--- src/rtl/givens_matrix_writer.sv ---
// Builds the rows of an N x N Givens rotation matrix for plane (p, q) from CORDIC cos/sin
// and writes them one row per cycle into Givens BRAM port A.
module givens_matrix_writer #(
   parameter int N    = 4,
   parameter int DW   = 8,
   parameter int FRAC = 6,
   parameter int IDXW = $clog2(N)
) (
   input  logic                clk,
   input  logic                rst,
   input  logic                start,
   input  logic                full_write,
   input  logic [IDXW-1:0]     p,
   input  logic [IDXW-1:0]     q,
   input  logic [DW-1:0]       cos_data,
   input  logic [DW-1:0]       sin_data,
   output logic                busy,
   output logic                done,
   output logic                err,
   output logic                ena_givens,
   output logic                wea_givens,
   output logic [IDXW-1:0]     addra_givens,
   output logic [N*DW-1:0]     dina_givens
);

   localparam logic [DW-1:0] ONE     = DW'(1) << FRAC;
   localparam logic [DW-1:0] MOST_NEG = {1'b1, {(DW-1){1'b0}}};
   localparam logic [DW-1:0] MOST_POS = {1'b0, {(DW-1){1'b1}}};

   typedef enum logic {S_IDLE, S_WRITE} state_t;

   state_t              r_state, w_state_nxt;
   logic [IDXW-1:0]     r_row, w_row_nxt;
   logic [IDXW-1:0]     r_p, r_q;
   logic [DW-1:0]       r_cos, r_sin;
   logic                r_full;
   logic                r_wr, r_done, r_err;
   logic [IDXW-1:0]     r_addr;
   logic [N*DW-1:0]     r_din;

   logic                w_idle, w_bad, w_last;
   logic [IDXW-1:0]     w_p, w_q, w_lo, w_hi;
   logic [DW-1:0]       w_cos, w_sin;
   logic                w_wr_nxt, w_done_nxt, w_err_nxt;
   logic [N*DW-1:0]     w_din_nxt;

   function automatic logic [DW-1:0] neg_sat(input logic [DW-1:0] x);
      return (x == MOST_NEG) ? MOST_POS : DW'(-x);
   endfunction

   function automatic logic [N*DW-1:0] row_data(input logic [IDXW-1:0] row,
                                                 input logic [IDXW-1:0] rp,
                                                 input logic [IDXW-1:0] rq,
                                                 input logic [DW-1:0]   c_v,
                                                 input logic [DW-1:0]   s_v);
      logic [N*DW-1:0] d;
      d = '0;
      for (int c = 0; c < N; c++) begin
         if (IDXW'(c) == row) d[(N-1-c)*DW +: DW] = ONE;
         if (row == rp) begin
            if (IDXW'(c) == rp)      d[(N-1-c)*DW +: DW] = c_v;
            else if (IDXW'(c) == rq) d[(N-1-c)*DW +: DW] = s_v;
         end else if (row == rq) begin
            if (IDXW'(c) == rq)      d[(N-1-c)*DW +: DW] = c_v;
            else if (IDXW'(c) == rp) d[(N-1-c)*DW +: DW] = neg_sat(s_v);
         end
      end
      return d;
   endfunction

   // While idle the live inputs feed the first row; afterwards only latched copies are used.
   assign w_idle = (r_state == S_IDLE);
   assign w_p    = w_idle ? p        : r_p;
   assign w_q    = w_idle ? q        : r_q;
   assign w_cos  = w_idle ? cos_data : r_cos;
   assign w_sin  = w_idle ? sin_data : r_sin;
   assign w_lo   = (w_p < w_q) ? w_p : w_q;
   assign w_hi   = (w_p < w_q) ? w_q : w_p;
   assign w_bad  = (p == q) || (32'(p) >= 32'(N)) || (32'(q) >= 32'(N));
   assign w_last = r_full ? (r_row == IDXW'(N-1)) : (r_row == w_hi);

   always_ff @(posedge clk) begin
      if (rst) begin
         r_state <= S_IDLE;
         r_row   <= '0;
         r_p     <= '0;
         r_q     <= '0;
         r_cos   <= '0;
         r_sin   <= '0;
         r_full  <= 1'b0;
         r_wr    <= 1'b0;
         r_done  <= 1'b0;
         r_err   <= 1'b0;
         r_addr  <= '0;
         r_din   <= '0;
      end else begin
         r_state <= w_state_nxt;
         r_row   <= w_row_nxt;
         if (w_idle && start) begin
            r_p    <= p;
            r_q    <= q;
            r_cos  <= cos_data;
            r_sin  <= sin_data;
            r_full <= full_write;
         end
         r_wr   <= w_wr_nxt;
         r_done <= w_done_nxt;
         r_err  <= w_err_nxt;
         if (w_wr_nxt) begin
            r_addr <= w_row_nxt;
            r_din  <= w_din_nxt;
         end
      end
   end

   always_comb begin
      w_state_nxt = r_state;
      w_row_nxt   = r_row;
      case (r_state)
         S_IDLE: begin
            if (start && !w_bad) begin
               w_state_nxt = S_WRITE;
               w_row_nxt   = full_write ? '0 : w_lo;
            end
         end
         S_WRITE: begin
            if (w_last) w_state_nxt = S_IDLE;
            else        w_row_nxt   = r_full ? r_row + 1'b1 : w_hi;
         end
         default: w_state_nxt = S_IDLE;
      endcase
   end

   always_comb begin
      w_wr_nxt   = (w_state_nxt == S_WRITE);
      w_done_nxt = (r_state == S_WRITE) && w_last;
      w_err_nxt  = w_idle && start && w_bad;
      w_din_nxt  = row_data(w_row_nxt, w_p, w_q, w_cos, w_sin);
   end

   assign busy         = r_wr;
   assign ena_givens   = r_wr;
   assign wea_givens   = r_wr;
   assign done         = r_done;
   assign err          = r_err;
   assign addra_givens = r_addr;
   assign dina_givens  = r_din;

endmodule

--- config.mk ---
export PLATFORM = sky130hd
export DESIGN_NAME = givens_matrix_writer
export DESIGN_NICKNAME = d
export VERILOG_FILES = /design/src/rtl/givens_matrix_writer.sv
export SDC_FILE = /design/constraint.sdc
export NUM_CORES = 1
export LEC_CHECK = 0
export CAP_MARGIN = 20
export CORE_ASPECT_RATIO = 1.2
export CORE_MARGIN = 5
export CORE_UTILIZATION = 50
export DETAILED_ROUTE_END_ITERATION = 10
export PLACE_DENSITY_LB_ADDON = 0.25
export SKIP_LAST_GASP = 1
export SLEW_MARGIN = 10
export SYNTH_ARGS = -nofsm -noshare
export SYNTH_HDL_FRONTEND = slang
export SYNTH_SLANG_ARGS = --single-unit
export TNS_END_PERCENT = 50
--- constraint.sdc ---
create_clock -name clk -period 7.6 [get_ports clk]
set_input_delay 1.14 -clock clk [delete_from_list [all_inputs] [get_ports clk]]
set_output_delay 1.14 -clock clk [all_outputs]
set_load 0.1 [all_outputs]
* Yosys cells after proc, flatten, opt, wreduce, memory -nomap -nowiden *
Cells that the tools add are included.

storage, ports and cells
  flip-flop bits (word level) = 60
  input bits = 24

cells by class
  add/subtract/negate cells = 2
  magnitude comparators = 1
  equality and inequality tests = 15
  muxes and demuxes = 44
  bitwise gates (word level) = 1
  reduce and logical (&&, ||, !) cells = 8

operators by type and width
  cell                 number
  $mux 8               27
  $mux 7               4
  $mux 2               8
  $eq 2x2->1 const A   6
  $eq 2x2->1           4
  $eq 8x8->1 const B   1
  $neg 8->8            1
  $eq 1x2->1 const A   3
  $logic_not 2->1      3
  $logic_and 1x1->1    4
  $pmux 2 s2           1
  $mux 1               3
  $add 2x1->2 const B  1
  $eq 2x2->1 const B   1
  $lt 2x2->1           1
  $pmux 1 s2           1
  $logic_not 1->1      1
  $not 1->1            1

* Longest topological paths before layout *
  depth after elaboration = 13
  gate-level depth with buffers = 14
  mapped depth without buffers = 10

* Worst setup path before layout *
Ideal clock, no wire load.

  path type = reg-to-reg
  from = register, netlist name busy
  to = register r_din[22], in the netlist dina_givens[22]
  setup time = 0.101 ns
  arrival time = 3.944 ns
  required time = 7.499 ns
  setup slack = 3.555 ns
  cell stages (with the launch flop) = 13
  period minus slack after synthesis = 4.045 ns
  cells stage by stage = dfxtp_1 -> buf_4 -> buf_4 -> buf_2 -> mux2i_1 -> ha_1 -> nor4b_1 -> o22ai_1 -> mux2i_1 -> or3_1 -> a221oi_1 -> a21oi_1 -> o41ai_1

RTL lines
  what                  line  RTL
  to (signal assigned)  111   r_din <= w_din_nxt;
  to (decl)             39    logic [N*DW-1:0] r_din;

* Worst setup path in the final report *
  from = input port sin_data[1]
  to = register r_din[22], in the netlist dina_givens[22]

between the ends
  cells in the longest elaborated chain, start to end = 7
  elaborated cells on any way between the ends = 8

ends and longest elaborated chain
  what                                     line  RTL
  from (decl)                              16    input logic [DW-1:0] sin_data,
  $mux 8 (*)                               76    assign w_sin = w_idle ? sin_data : r_sin;
  $neg 8->8 or $eq 8x8->1 (tied branches)  48    return (x == MOST_NEG) ? MOST_POS : DW'(-x);
  $mux 8 (*)                               48
  $mux 8 (*)                               65    else if (IDXW'(c) == rp) d[(N-1-c)*DW +: DW] = neg_sat(s_v);
  $mux 8 (*)                               64    if (IDXW'(c) == rq) d[(N-1-c)*DW +: DW] = c_v;
  $mux 8 (*)                               63    end else if (row == rq) begin
  $mux 8 (*)                               60    if (row == rp) begin

Every way passes the cells marked *; elsewhere a longest branch is shown, timed or not.
A chain may end at the register's enable or synchronous reset.

==> flow_metrics.tcl <==
set metrics [dict create \
    grt_first_pass_wirelength_um 19100 \
    totalWireLength_um 11900 \
    setup_total_negative_slack_ns 0 \
    detail-route-antenna-nets 0 \
    place.gp.congestion 0.905 \
    setup.worst_path.end_class "flop" \
    timing.critical_path.mode_cell "sky130_fd_sc_hd__mux2i_1" \
    r2r-start "busy" \
    rr_worst_depth 10 \
    remaining_global_route_overflow 0 \
    path_max_fanout 7 \
    viasPerCell 6.67 \
    number_of_enable_flip_flop_cells_after_synthesis 0 \
    number_of_diodes_added_for_antenna_fixing 0 \
    crit_arrival_ns 4.54 \
    post-synth-top-count-cell "sky130_fd_sc_hd__o22ai_1" \
    synth_top_cell_by_area "sky130_fd_sc_hd__dfxtp_1" \
    finish.instance_area_um2 4940 \
    async_flop_share_pct 0 \
    swShare_pct 46.4 \
    hold_path_class "flop to flop" \
    worst_slack_ns 3.32 \
    power-per-cell-area_nw_per_um2 291 \
    post_synth_main_area_contributors "sky130_fd_sc_hd__dfxtp_1, sky130_fd_sc_hd__o22ai_1, sky130_fd_sc_hd__a221oi_2" \
    preCtsSetupSlack_ns 3.09 \
    timing.slew.headroom_pct 26.4 \
    post_synth_inst_count 502 \
    core_area_um2 8060 \
    grt_start_max_net_pins 62 \
    max_cap_violations 0 \
    io_pins 63 \
    clock_insertion_delay_worst_skew_ns 0.37 \
    report.final.slew_viol_count 0 \
    detail_route.first_pass.iterations 5 \
    netlist-cell-type-count 63 \
    post-cts-setup-buffer-count 0 \
    synth_seq_area_share_pct 29.3 \
    power_frac_seq_pct 26.1 \
    synth_warnings 0 \
    netlist_top_cells_count "sky130_fd_sc_hd__o22ai_1, sky130_fd_sc_hd__dfxtp_1, sky130_fd_sc_hd__nand2_1" \
    numCtsBuffers 9 \
    power.clock.fraction_pct 24.8 \
    cts.hold.buffers_added 0 \
    crit_end "dina_givens[22]" \
    ys_ff_latch 60 \
    fp.dieW_um 92.6 \
    die_area_um2 10100 \
    start_util_pct 50.8 \
    tritoncts_clock_tree "done" \
    dp_hpwl_um 8280 \
    timing_limited_maximum_frequency_ghz 0.234 \
    final_hold_viol_count 0 \
    cts_resized 0 \
    internal-power_uw 771 \
    initialDrtViolationCount 514 \
    initial_antenna_violation_count 0 \
    syn_nets 530 \
    wl_per_cell_um 18.6 \
    drt_drc_violations_left 0 \
    design_power_total_mw 1.44 \
    final_nets 567 \
    syn_area_per_cell_um2 8.16 \
    clock_sinks 60 \
    critical_path_cell_by_cell "clkdlybuf4s50_1 > mux2i_1 > ha_1 > nor4b_1 > o22ai_1 > mux2i_1 > or3_1 > a221oi_1 > a21oi_1 > o41ai_1" \
    grt_pass1_vias 3909 \
    cp_slowest_cell "sky130_fd_sc_hd__mux2i_1" \
    io_buffer_count 62 \
    drive_above_1_share_pct 14.3 \
    synth_flop_cell "sky130_fd_sc_hd__dfxtp_1" \
    final_period_minus_worst_setup_slack_ns 4.28 \
    groute.usage.overall_pct 23.6 \
    worst-r2r-setup-slack_ns 3.52 \
    worstReg2RegEnd "dina_givens[22]" \
    layout_worst_path_cycle_share_pct 56.3 \
    setup-violations-final 0 \
    layout-area-overhead-vs-synth_pct 20.6 \
    cell_area_placed_um2 4690 \
    netlist_area_um2 4100 \
    power.share.combinational_pct 49.1 \
    h-tree-depth 3 \
    net-switching-power_uw 667 \
    cts.root.buffer_cell "sky130_fd_sc_hd__clkbuf_8" \
    timing.hold.ws_ns 0.455 \
    synth_top_area_share_pct 29.3 \
    finalClockSkew_ns 0.00989 \
    clkTransAtPathRegs_ns 0.07 \
    cts-root-to-sink-buffers 2 \
    rsz_0062_raised_after_global_routing "no" \
    worstSetupStartpointType "input port" \
    outcome "finished clean" \
    ir_worst_vdd_mv 0.110 \
    p_leak_nw 1.74 \
    cp_slowest_stage_delay_ns 0.59 \
    timing.setup.critical_path_class "input port to flop" \
    max_slew.worst_pin.slew_ns 1.10 \
    core.rowCount 36 \
    worstSetupStartpoint "sin_data[1]" \
    dieHeight_um 109 \
    cp_data_required_time_ns 7.86 \
    vias 4260 \
]
metal layers:
metal  vias to the layer above  global-route usage, %  routed length (um)
met5                         -                      0                   0
met4                         0                   13.6                 481
met3                        47                   3.73                1040
met2                       255                   38.2                5500
met1                      1972                   29.8                4860
li1                       1986                      -                   -
stage by stage:
stage | util (%) | cells
after CTS | 61.2 | 638
after global routing | 61.3 | 639
after global placement | 57.9 | 621
final | 61.3 | 639
after detailed placement | 58.2 | 622
after floorplan | - | 502
final cells by class:
type                    count  area, um^2
clock buffers              10         128
clock inverters             6         113
fillers                   710        3120
inverters                   9        33.8
multi-input cells         388        2640
flip-flops and latches     60        1200
well taps                  95         119
repair buffers             71         703
cell usage in the layout (no fill, tap or decap), drive strengths merged, types with 2 or more instances in the layout:
| cell | instances |
|---|---|
| clkinv | 3 |
| a21o | 2 |
| or3 | 2 |
| or2 | 2 |
| nor2 | 52 |
| a211oi | 4 |
| mux2i | 23 |
| nand4 | 2 |
| nand3 | 5 |
| a2111oi | 2 |
| o22ai | 64 |
| mux2 | 2 |
| xor2 | 2 |
| a31oi | 6 |
| clkdlybuf4s50 | 61 |
| inv | 9 |
| a221oi | 29 |
| xnor2 | 6 |
| a311oi | 2 |
| nor2b | 4 |
| dfxtp | 60 |
| nand2b | 6 |
| bufinv | 3 |
| o21a | 3 |
| nor3 | 39 |
| o31ai | 2 |
| nand2 | 55 |
| nor4b | 2 |
| a21oi | 27 |
| buf | 10 |
| clkbuf | 10 |
| ha | 4 |
| nor3b | 7 |
| o22a | 2 |
| and3 | 3 |
| o211ai | 2 |
| o21ai | 9 |
sequential cells by signal, summed over array words and instances (netlist names):
signal        count
dina_givens      32
r_cos             8
r_sin             8
addra_givens      2
r_p               2
r_q               2
r_row             2
busy              1
done              1
err               1
r_full            1
power groups by stage:
| stage | Sequential [mW] | Clock (mW) | Combinational, mW |
|---|---|---|---|
| 2_1_floorplan | 0.588 | 0 | 0.343 |
| 3_3_place_gp | 0.381 | 0 | 0.679 |
| 3_5_place_dp | 0.382 | 0 | 0.693 |
| 4_1_cts | 0.375 | 0.358 | 0.695 |
| 5_1_grt | 0.380 | 0.374 | 0.742 |
| 6_report | 0.375 | 0.357 | 0.706 |
cells by family after synthesis:
| group | after synthesis | share of synthesized area (%) |
|---|---|---|
| AND/OR/NAND/NOR | 184 | 23.6 |
| adder cells (fa/ha/maj) | 4 | 1.22 |
| buffers and inverters | 54 | 6.32 |
| XOR/XNOR | 8 | 1.71 |
| multiplexers | 25 | 6.26 |
| flip-flops | 60 | 29.3 |
| AO/OA/AOI/OAI | 167 | 31.6 |
worst min path at each step:
stage	depth (start not counted)	slack [ns]	start	end
global placement	2	0.44	r_cos[3]	r_cos[3]
floorplan	2	0.44	r_cos[0]	r_cos[0]
global route	2	0.47	r_cos[0]	r_cos[0]
finish	2	0.45	r_cos[5]	r_cos[5]
detailed placement	2	0.45	r_cos[5]	r_cos[5]
CTS	2	0.46	r_cos[5]	r_cos[5]
critical path, delay by kind of cell:
| kind | cells | cell delay (ns) |
|---|---|---|
| AND/OR/NAND/NOR | 2 | 0.98 |
| multiplexers | 2 | 0.86 |
| AO/OA/AOI/OAI | 4 | 0.83 |
| buffers and inverters | 1 | 0.42 |
| adder cells (fa/ha/maj) | 1 | 0.31 |
Power figures use the tool's default switching activity.
